$ cat src/rtl/if_id_stage_if.sv
// ---------------------------------------------------------------------------
// if_id_stage_if
// Purpose : Bundles the fetch-side inputs and the IF/ID outputs of
//           if_id_stage so the stage connects through one port.
// Signals :
//   start_i          start strobe (same one the PC register sees)
//   hd_i             hazard stall, 1 = hold IF/ID contents
//   flush_i          taken branch/jump resolved in ID, squash fetch
//   pc_i / instr_i   current PC and the instruction memory data for it
//   branch_i/_target_i, jump_i/_target_i   redirect requests from ID
//   next_pc_o        next PC for the PC register
//   pc_o, pc_plus4_o, instr_o, valid_o     IF/ID register contents
//   stall_cnt_o, flush_cnt_o               performance counters
// Modports: master = fetch/ID side driving the stage, slave = the stage.
// ---------------------------------------------------------------------------
interface if_id_stage_if;
    logic        start_i;
    logic        hd_i;
    logic        flush_i;
    logic [31:0] pc_i;
    logic [31:0] instr_i;
    logic        branch_i;
    logic [31:0] branch_target_i;
    logic        jump_i;
    logic [31:0] jump_target_i;
    logic [31:0] next_pc_o;
    logic [31:0] pc_o;
    logic [31:0] pc_plus4_o;
    logic [31:0] instr_o;
    logic        valid_o;
    logic [31:0] stall_cnt_o;
    logic [31:0] flush_cnt_o;

    modport master (
        output start_i, hd_i, flush_i, pc_i, instr_i,
               branch_i, branch_target_i, jump_i, jump_target_i,
        input  next_pc_o, pc_o, pc_plus4_o, instr_o, valid_o,
               stall_cnt_o, flush_cnt_o
    );

    modport slave (
        input  start_i, hd_i, flush_i, pc_i, instr_i,
               branch_i, branch_target_i, jump_i, jump_target_i,
        output next_pc_o, pc_o, pc_plus4_o, instr_o, valid_o,
               stall_cnt_o, flush_cnt_o
    );
endinterface

$ cat src/rtl/if_id_stage.sv
// ---------------------------------------------------------------------------
// if_id_stage
// Purpose : IF/ID pipeline register of the 5-stage pipeline. Latches
//           {PC, PC+PC_STEP, instruction, valid} with flush > stall > load
//           priority, and computes the next PC (jump > branch > sequential).
//           A start-up FSM (IDLE/RUN) keeps bubbles in IF/ID until start_i.
// Ports   :
//   clk_i  rising-edge clock
//   rst_i  asynchronous reset, active-low
//   bus    if_id_stage_if.slave (see interface file for the signal list)
// Option  : define IF_ID_PERF_EN to build the saturating stall/flush
//           counters; otherwise stall_cnt_o/flush_cnt_o are tied to 0.
// ---------------------------------------------------------------------------
module if_id_stage #(
    parameter logic [31:0] NOP_WORD = 32'h0000_0000,
    parameter logic [31:0] PC_STEP  = 32'd4
) (
    input  logic          clk_i,
    input  logic          rst_i,
    if_id_stage_if.slave  bus
);

    typedef enum logic {IDLE, RUN} state_t;

    state_t      r_state;
    state_t      w_state_nxt;
    logic        w_load_bubble;
    logic        w_capture;
    logic [31:0] w_next_pc;
    logic [31:0] w_pc_seq;

    logic [31:0] r_pc_p1;
    logic [31:0] r_pc_plus4_p1;
    logic [31:0] r_instr_p1;
    logic        r_vld_p1;

    assign w_pc_seq = bus.pc_i + PC_STEP;

    always_ff @(posedge clk_i or negedge rst_i) begin
        if (!rst_i) begin
            r_state <= IDLE;
        end else begin
            r_state <= w_state_nxt;
        end
    end

    // Hold (stall) is the case where neither bubble nor capture is asserted.
    always_comb begin
        w_state_nxt   = r_state;
        w_load_bubble = 1'b0;
        w_capture     = 1'b0;
        w_next_pc     = w_pc_seq;
        case (r_state)
            IDLE: begin
                // pc_i is undefined until start, so even the start edge bubbles
                w_load_bubble = 1'b1;
                if (bus.start_i) begin
                    w_state_nxt = RUN;
                end
            end
            RUN: begin
                if (bus.flush_i) begin
                    w_load_bubble = 1'b1;
                end else if (!bus.hd_i) begin
                    w_capture = 1'b1;
                end
                if (bus.jump_i) begin
                    w_next_pc = bus.jump_target_i;
                end else if (bus.branch_i) begin
                    w_next_pc = bus.branch_target_i;
                end else if (bus.hd_i) begin
                    w_next_pc = bus.pc_i;
                end
            end
            default: begin
                w_state_nxt = IDLE;
            end
        endcase
    end

    // ---- IF -> ID boundary ----
    always_ff @(posedge clk_i or negedge rst_i) begin
        if (!rst_i) begin
            r_pc_p1       <= 32'h0;
            r_pc_plus4_p1 <= 32'h0;
            r_instr_p1    <= NOP_WORD;
            r_vld_p1      <= 1'b0;
        end else if (w_load_bubble) begin
            r_pc_p1       <= 32'h0;
            r_pc_plus4_p1 <= 32'h0;
            r_instr_p1    <= NOP_WORD;
            r_vld_p1      <= 1'b0;
        end else if (w_capture) begin
            r_pc_p1       <= bus.pc_i;
            r_pc_plus4_p1 <= w_pc_seq;
            r_instr_p1    <= bus.instr_i;
            r_vld_p1      <= 1'b1;
        end
    end

    assign bus.next_pc_o  = w_next_pc;
    assign bus.pc_o       = r_pc_p1;
    assign bus.pc_plus4_o = r_pc_plus4_p1;
    assign bus.instr_o    = r_instr_p1;
    assign bus.valid_o    = r_vld_p1;

`ifdef IF_ID_PERF_EN
    logic [31:0] r_stall_cnt;
    logic [31:0] r_flush_cnt;

    function automatic logic [31:0] sat_inc(input logic [31:0] v);
        return (v == 32'hFFFF_FFFF) ? v : v + 32'd1;
    endfunction

    always_ff @(posedge clk_i or negedge rst_i) begin
        if (!rst_i) begin
            r_stall_cnt <= 32'h0;
            r_flush_cnt <= 32'h0;
        end else if (r_state == RUN) begin
            if (bus.flush_i) begin
                r_flush_cnt <= sat_inc(r_flush_cnt);
            end else if (bus.hd_i) begin
                r_stall_cnt <= sat_inc(r_stall_cnt);
            end
        end
    end

    assign bus.stall_cnt_o = r_stall_cnt;
    assign bus.flush_cnt_o = r_flush_cnt;
`else
    assign bus.stall_cnt_o = 32'h0;
    assign bus.flush_cnt_o = 32'h0;
`endif

endmodule

$ cat src/flat_wrapper.sv
// flat-port wrapper written by rule: the top's interface ports become plain ports
module if_id_stage_flat 
#(
    parameter logic [31:0] NOP_WORD = 32'h0000_0000,
    parameter logic [31:0] PC_STEP  = 32'd4
)
  (clk_i, rst_i, bus_start_i, bus_hd_i, bus_flush_i, bus_pc_i, bus_instr_i, bus_branch_i, bus_branch_target_i, bus_jump_i, bus_jump_target_i, bus_next_pc_o, bus_pc_o, bus_pc_plus4_o, bus_instr_o, bus_valid_o, bus_stall_cnt_o, bus_flush_cnt_o);
  if_id_stage_if bus_i ();
  input  logic clk_i;
  input  logic rst_i;
  input wire logic [$bits(bus_i.start_i)-1:0] bus_start_i;
  input wire logic [$bits(bus_i.hd_i)-1:0] bus_hd_i;
  input wire logic [$bits(bus_i.flush_i)-1:0] bus_flush_i;
  input wire logic [$bits(bus_i.pc_i)-1:0] bus_pc_i;
  input wire logic [$bits(bus_i.instr_i)-1:0] bus_instr_i;
  input wire logic [$bits(bus_i.branch_i)-1:0] bus_branch_i;
  input wire logic [$bits(bus_i.branch_target_i)-1:0] bus_branch_target_i;
  input wire logic [$bits(bus_i.jump_i)-1:0] bus_jump_i;
  input wire logic [$bits(bus_i.jump_target_i)-1:0] bus_jump_target_i;
  output wire logic [$bits(bus_i.next_pc_o)-1:0] bus_next_pc_o;
  output wire logic [$bits(bus_i.pc_o)-1:0] bus_pc_o;
  output wire logic [$bits(bus_i.pc_plus4_o)-1:0] bus_pc_plus4_o;
  output wire logic [$bits(bus_i.instr_o)-1:0] bus_instr_o;
  output wire logic [$bits(bus_i.valid_o)-1:0] bus_valid_o;
  output wire logic [$bits(bus_i.stall_cnt_o)-1:0] bus_stall_cnt_o;
  output wire logic [$bits(bus_i.flush_cnt_o)-1:0] bus_flush_cnt_o;
  assign bus_i.start_i = bus_start_i;
  assign bus_i.hd_i = bus_hd_i;
  assign bus_i.flush_i = bus_flush_i;
  assign bus_i.pc_i = bus_pc_i;
  assign bus_i.instr_i = bus_instr_i;
  assign bus_i.branch_i = bus_branch_i;
  assign bus_i.branch_target_i = bus_branch_target_i;
  assign bus_i.jump_i = bus_jump_i;
  assign bus_i.jump_target_i = bus_jump_target_i;
  assign bus_next_pc_o = bus_i.next_pc_o;
  assign bus_pc_o = bus_i.pc_o;
  assign bus_pc_plus4_o = bus_i.pc_plus4_o;
  assign bus_instr_o = bus_i.instr_o;
  assign bus_valid_o = bus_i.valid_o;
  assign bus_stall_cnt_o = bus_i.stall_cnt_o;
  assign bus_flush_cnt_o = bus_i.flush_cnt_o;
  if_id_stage #(.NOP_WORD(NOP_WORD), .PC_STEP(PC_STEP)) u_core (.clk_i(clk_i), .rst_i(rst_i), .bus(bus_i));
endmodule
$ cat config.mk
export PLATFORM = sky130hd
export DESIGN_NAME = if_id_stage_flat
export DESIGN_NICKNAME = d
export VERILOG_FILES = /design/src/rtl/if_id_stage_if.sv /design/src/rtl/if_id_stage.sv /design/src/flat_wrapper.sv
export SDC_FILE = /design/constraint.sdc
export NUM_CORES = 1
export LEC_CHECK = 0
export ABC_AREA = 1
export CORE_ASPECT_RATIO = 0.5
export CORE_MARGIN = 2
export CORE_UTILIZATION = 44
export CTS_CLUSTER_DIAMETER = 80
export DETAILED_ROUTE_END_ITERATION = 16
export PLACE_DENSITY = 0.87
export SLEW_MARGIN = 20
export SYNTH_ARGS = -nofsm -noshare
export SYNTH_HDL_FRONTEND = slang
export SYNTH_SLANG_ARGS = --single-unit
export TNS_END_PERCENT = 5
$ cat constraint.sdc
create_clock -name clk_i -period 2.7 [get_ports clk_i]
set_input_delay 0.54 -clock clk_i [delete_from_list [all_inputs] [get_ports clk_i]]
set_output_delay 0.54 -clock clk_i [all_outputs]
set_load 0.01 [all_outputs]
==> run summary <==
=====================================================================================================
Beginning of the worst register-to-register path ....................................... u_core.r_state
Unique cell type count in the Yosys netlist ............................................           34
Clock tree root driver cell ............................................................ sky130_fd_sc_hd__clkbuf_16
Hold/Removal Path Class ................................................................ input pin to asynchronous set/reset pin
Fraction of the core area covered by cells at the end of the flow ......................        0.734
Destination of the worst register-to-register timing path .............................. u_core.bus.pc_o[31]
Antenna diode instance count ...........................................................            0
Number of pins exceeding their max-slew limit in the final report ......................            0
Setup repair after global routing missed its margin ....................................          yes
Initial core utilization ...............................................................        0.452
Status ................................................................................. finished with violations
Pin count of the biggest net entering global routing ...................................           68
Post-synth top area share ..............................................................        0.366
Number of cells on the critical path ...................................................           15
Rows ...................................................................................           31
Remaining Overflow, GRT ................................................................            0
Antenna violations before repair .......................................................            0
Worst path top cell family by delay .................................................... simple AND/OR/NAND/NOR gates
Post-synthesis instance area ...........................................................    6560 um^2
Gate count of the mapped netlist .......................................................          943
Worst Path Class, Setup ................................................................ input pin to output port
Final GP Congestion ....................................................................        0.995
Actual transition at the worst max-transition pin ......................................     0.799 ns
Top cell by count, worst path .......................................................... sky130_fd_sc_hd__nand2_1
Overall fraction of global-route tracks in use .........................................        0.314
Clock sink count .......................................................................           96
Worst EP arrival .......................................................................      2.16 ns
Combinational family with the most area after synthesis ................................ simple AND/OR/NAND/NOR gates
Final routed wire length divided by cell count .........................................      17.3 um
Via count of the first global-routing pass .............................................         7516
Top post-synthesis cells by area ....................................................... sky130_fd_sc_hd__dfrtp_1, sky130_fd_sc_hd__nand2_1, sky130_fd_sc_hd__nand3_1
Die Outline Area .......................................................................   16000 um^2
Crit path required time ................................................................      2.16 ns
Global-route wire length before repair .................................................     39600 um
Vias post-DR ...........................................................................         7981
Cells along the critical path .......................................................... clkdlybuf4s15_1 > nand2_2 > nor2_4 > nand2_2 > nor2_4 > nand2_1 > nand2_1 > nand2_1 > nand2_1 > nand2_1 > nand2_1 > nand2_1 > nand2_1 > nand2_1 > dlygate4sd2_1
Average cell area after synthesis ......................................................    6.96 um^2
Maximum resistive drop on vdd ..........................................................   0.000346 V
Xor-xnor portion of the synthesized cell area ..........................................       0.0297
Die outline width ......................................................................       177 um
Core area ..............................................................................   14500 um^2
Setup WS post-layout ...................................................................  -0.00299 ns
Synthesized-area fraction occupied by ao, oa, aoi and oai cells ........................       0.0992
Area growth syn-to-layout ..............................................................        62.2%
Power Dens Cells .......................................................................  401 nW/um^2
Cell count of the worst reg-to-reg path ................................................            5
Final setup skew .......................................................................   0.00552 ns
Sequential cell fraction of total power ................................................        0.369
Number of setup violations in the final report .........................................            1
Setup total negative slack .............................................................  -0.00299 ns
Multiplexer fraction of the synthesized cell area ......................................            0
Relative contribution of combinational cells to total power ............................        0.294
Reported max-cap violation count .......................................................            0
Final #Nets ............................................................................         1442
DIE HEIGHT .............................................................................      90.4 um
Post-synthesis share of cell area spent on full adders, half adders and majority gates .      0.00191
Detail-routed via count per cell .......................................................         5.29
Cts hold-fix bufs ......................................................................            0
Number of H-tree levels ................................................................            3
Worst setup path start ................................................................. bus_pc_i[18]
Tcrit/Tclk final .......................................................................         1.00
Detailed Route WL ......................................................................     26000 um
Nature of the critical path endpoint ...................................................  output port
Synth Register Bits ....................................................................           96
Timing-limited maximum frequency .......................................................      370 MHz
Clock latency on the worst-skew pair ...................................................      0.35 ns
Relative slew slack ....................................................................        0.466
Sequential element share of the synthesized area .......................................        0.366
Post-synthesis simple-gate area fraction ...............................................        0.355
Clock-pin slew on the worst setup and hold paths .......................................      0.07 ns
Cell type contributing the most total cell area after synthesis ........................ sky130_fd_sc_hd__dfrtp_1
Biggest cell delay along the critical path .............................................      0.27 ns
Internal power .........................................................................      2.97 mW
Syn. warnings ..........................................................................            0
CP max-delay cell ...................................................................... sky130_fd_sc_hd__dlygate4sd2_1
Antenna-violating nets left ............................................................            0
I/O pin count ..........................................................................          328
Cell leakage power .....................................................................      5.31 nW
R2R Setup Slk ..........................................................................      0.56 ns
Power dissipated by switching net loads ................................................      1.30 mW
Sw Share ...............................................................................        0.305
Violated checks ........................................................................ setup timing
Count of TritonRoute iterations in the first routing pass ..............................            7
Number of clock buffers inserted by TritonCTS ..........................................            9
Layout cell share with drive strength beyond 1 .........................................        0.237
Number of buffers on the longest clock path ............................................            2
Critical path startpoint category ......................................................    input pin
Final critical-path required period ....................................................      2.70 ns
Count of buffering cells on the critical path with inverters included ..................            2
Share of power burned in the clock network .............................................        0.337
Port buffer count ......................................................................          263
First-iteration detailed-routing DRC count .............................................          946
Detailed placer's ending HPWL ..........................................................     19200 um
Hold violation count in the final report ...............................................            0
Critical path peak fanout ..............................................................            3
Worst setup path endpoint .............................................................. bus_next_pc_o[27]
Post-route DRC violation count .........................................................            0
CTS tree ...............................................................................          yes
=====================================================================================================
==> synth_stat cells, drive strengths merged <==
master,n
xnor2,2
clkbuf,28
conb,1
nand3,150
or2,25
nor2,92
a22oi,2
ha,1
clkinv,1
xor2,16
nand3b,1
and2,2
dlygate4sd1,1
a21boi,1
a32o,2
nor3,1
dfrtp,96
nand2,261
a21oi,39
buf,96
o21ai,50
inv,53
o22ai,2
o211ai,19
o21bai,1
==> how the worst min path moves through the flow <==
| stage | startpoint | endpoint | slack, ns | cells after the start |
|---|---|---|---|---|
| 4_1_cts | rst_i | u_core.bus.pc_plus4_o[14] | 0.25 | 1 |
| 3_3_place_gp | u_core.bus.instr_o[4] | u_core.bus.instr_o[4] | 0.49 | 2 |
| 6_report | rst_i | u_core.bus.pc_plus4_o[14] | 0.22 | 1 |
| 2_1_floorplan | rst_i | u_core.bus.instr_o[0] | 0.24 | 0 |
| 3_5_place_dp | u_core.bus.instr_o[14] | u_core.bus.instr_o[14] | 0.49 | 2 |
| 5_1_grt | rst_i | u_core.bus.pc_o[17] | 0.28 | 1 |
==> cells by family after synthesis <==
family / count (synthesis)
buffers and inverters: 179
adder cells (fa/ha/maj): 1
flip-flops: 96
AO/OA/AOI/OAI: 116
other: 1
XOR/XNOR: 18
AND/OR/NAND/NOR: 532
==> sequential cells by signal, summed over array words and instances (netlist names) <==
name / count
u_core.bus.pc_plus4_o: 32
u_core.bus.valid_o: 1
u_core.bus.pc_o: 30
u_core.r_state: 1
u_core.bus.instr_o: 32
==> layout by cell type, fill, tap and decap left out, types with 5 or more instances in the layout <==
cell type,instances
sky130_fd_sc_hd__clkbuf_2,23
sky130_fd_sc_hd__buf_4,142
sky130_fd_sc_hd__o211ai_1,19
sky130_fd_sc_hd__o21ai_0,46
sky130_fd_sc_hd__clkbuf_16,9
sky130_fd_sc_hd__nand2_1,232
sky130_fd_sc_hd__nor2_4,22
sky130_fd_sc_hd__nor2_1,57
sky130_fd_sc_hd__conb_1,64
sky130_fd_sc_hd__buf_6,9
sky130_fd_sc_hd__a21oi_1,39
sky130_fd_sc_hd__clkdlybuf4s15_2,6
sky130_fd_sc_hd__nand3_1,149
sky130_fd_sc_hd__inv_1,51
sky130_fd_sc_hd__nand2_2,25
sky130_fd_sc_hd__dlygate4sd2_1,11
sky130_fd_sc_hd__dlymetal6s2s_1,9
sky130_fd_sc_hd__dfrtp_1,95
sky130_fd_sc_hd__nor2_2,13
sky130_fd_sc_hd__or2_2,23
sky130_fd_sc_hd__clkdlybuf4s15_1,5
sky130_fd_sc_hd__xor2_2,12
sky130_fd_sc_hd__clkdlybuf4s50_1,201
==> power groups by stage <==
| stage | logic [mW] | registers, mW | clock network, mW |
|---|---|---|---|
| 6_report | 1.26 | 1.57 | 1.44 |
| 5_1_grt | 1.34 | 1.58 | 1.51 |
| 4_1_cts | 1.21 | 1.57 | 1.46 |
| 3_5_place_dp | 1.20 | 1.60 | 0 |
| 3_3_place_gp | 1.18 | 1.59 | 0 |
| 2_1_floorplan | 0.489 | 1.63 | 0 |
==> metal layers <==
metal  GRT usage  vias up  wire (um)
met4      0.0916        0        583
li1            -     3626          -
met1       0.433     3804      10800
met2       0.505      487      12000
met5           0        -          0
met3      0.0564       64       2580
==> area by class of cell <==
type                    count  area (um^2)
multi-input cells         731         3740
clock inverters             7          111
well taps                 198          248
clock buffers               9          225
inverters                  54          204
repair buffers            414         3710
flip-flops and latches     96         2400
fillers                  1085         3860
==> timing repair <==
item / 4_1_cts / 5_1_grt
buffers inserted: 26 / 7
endpoints found under the setup margin: 32 / 34
gates resized for setup: 137 / 100
pin swaps: 28 / 30
==> through the flow <==
| stage | instances | hold WS (ns) | instance area, um^2 | total power [mW] | setup slack, ns |
|---|---|---|---|---|---|
| floorplan | 1006 | 0.244 | 6800 | 2.12 | 0.452 |
| global placement | 1460 | 0.486 | 9840 | 2.78 | -0.727 |
| finish | 1509 | 0.223 | 10600 | 4.27 | -0.00299 |
| global route | 1509 | 0.280 | 10600 | 4.43 | -0.0681 |
| CTS | 1502 | 0.247 | 10500 | 4.24 | -0.165 |
| detailed placement | 1460 | 0.490 | 9840 | 2.80 | -0.775 |
(Power assumes the default switching activity.)
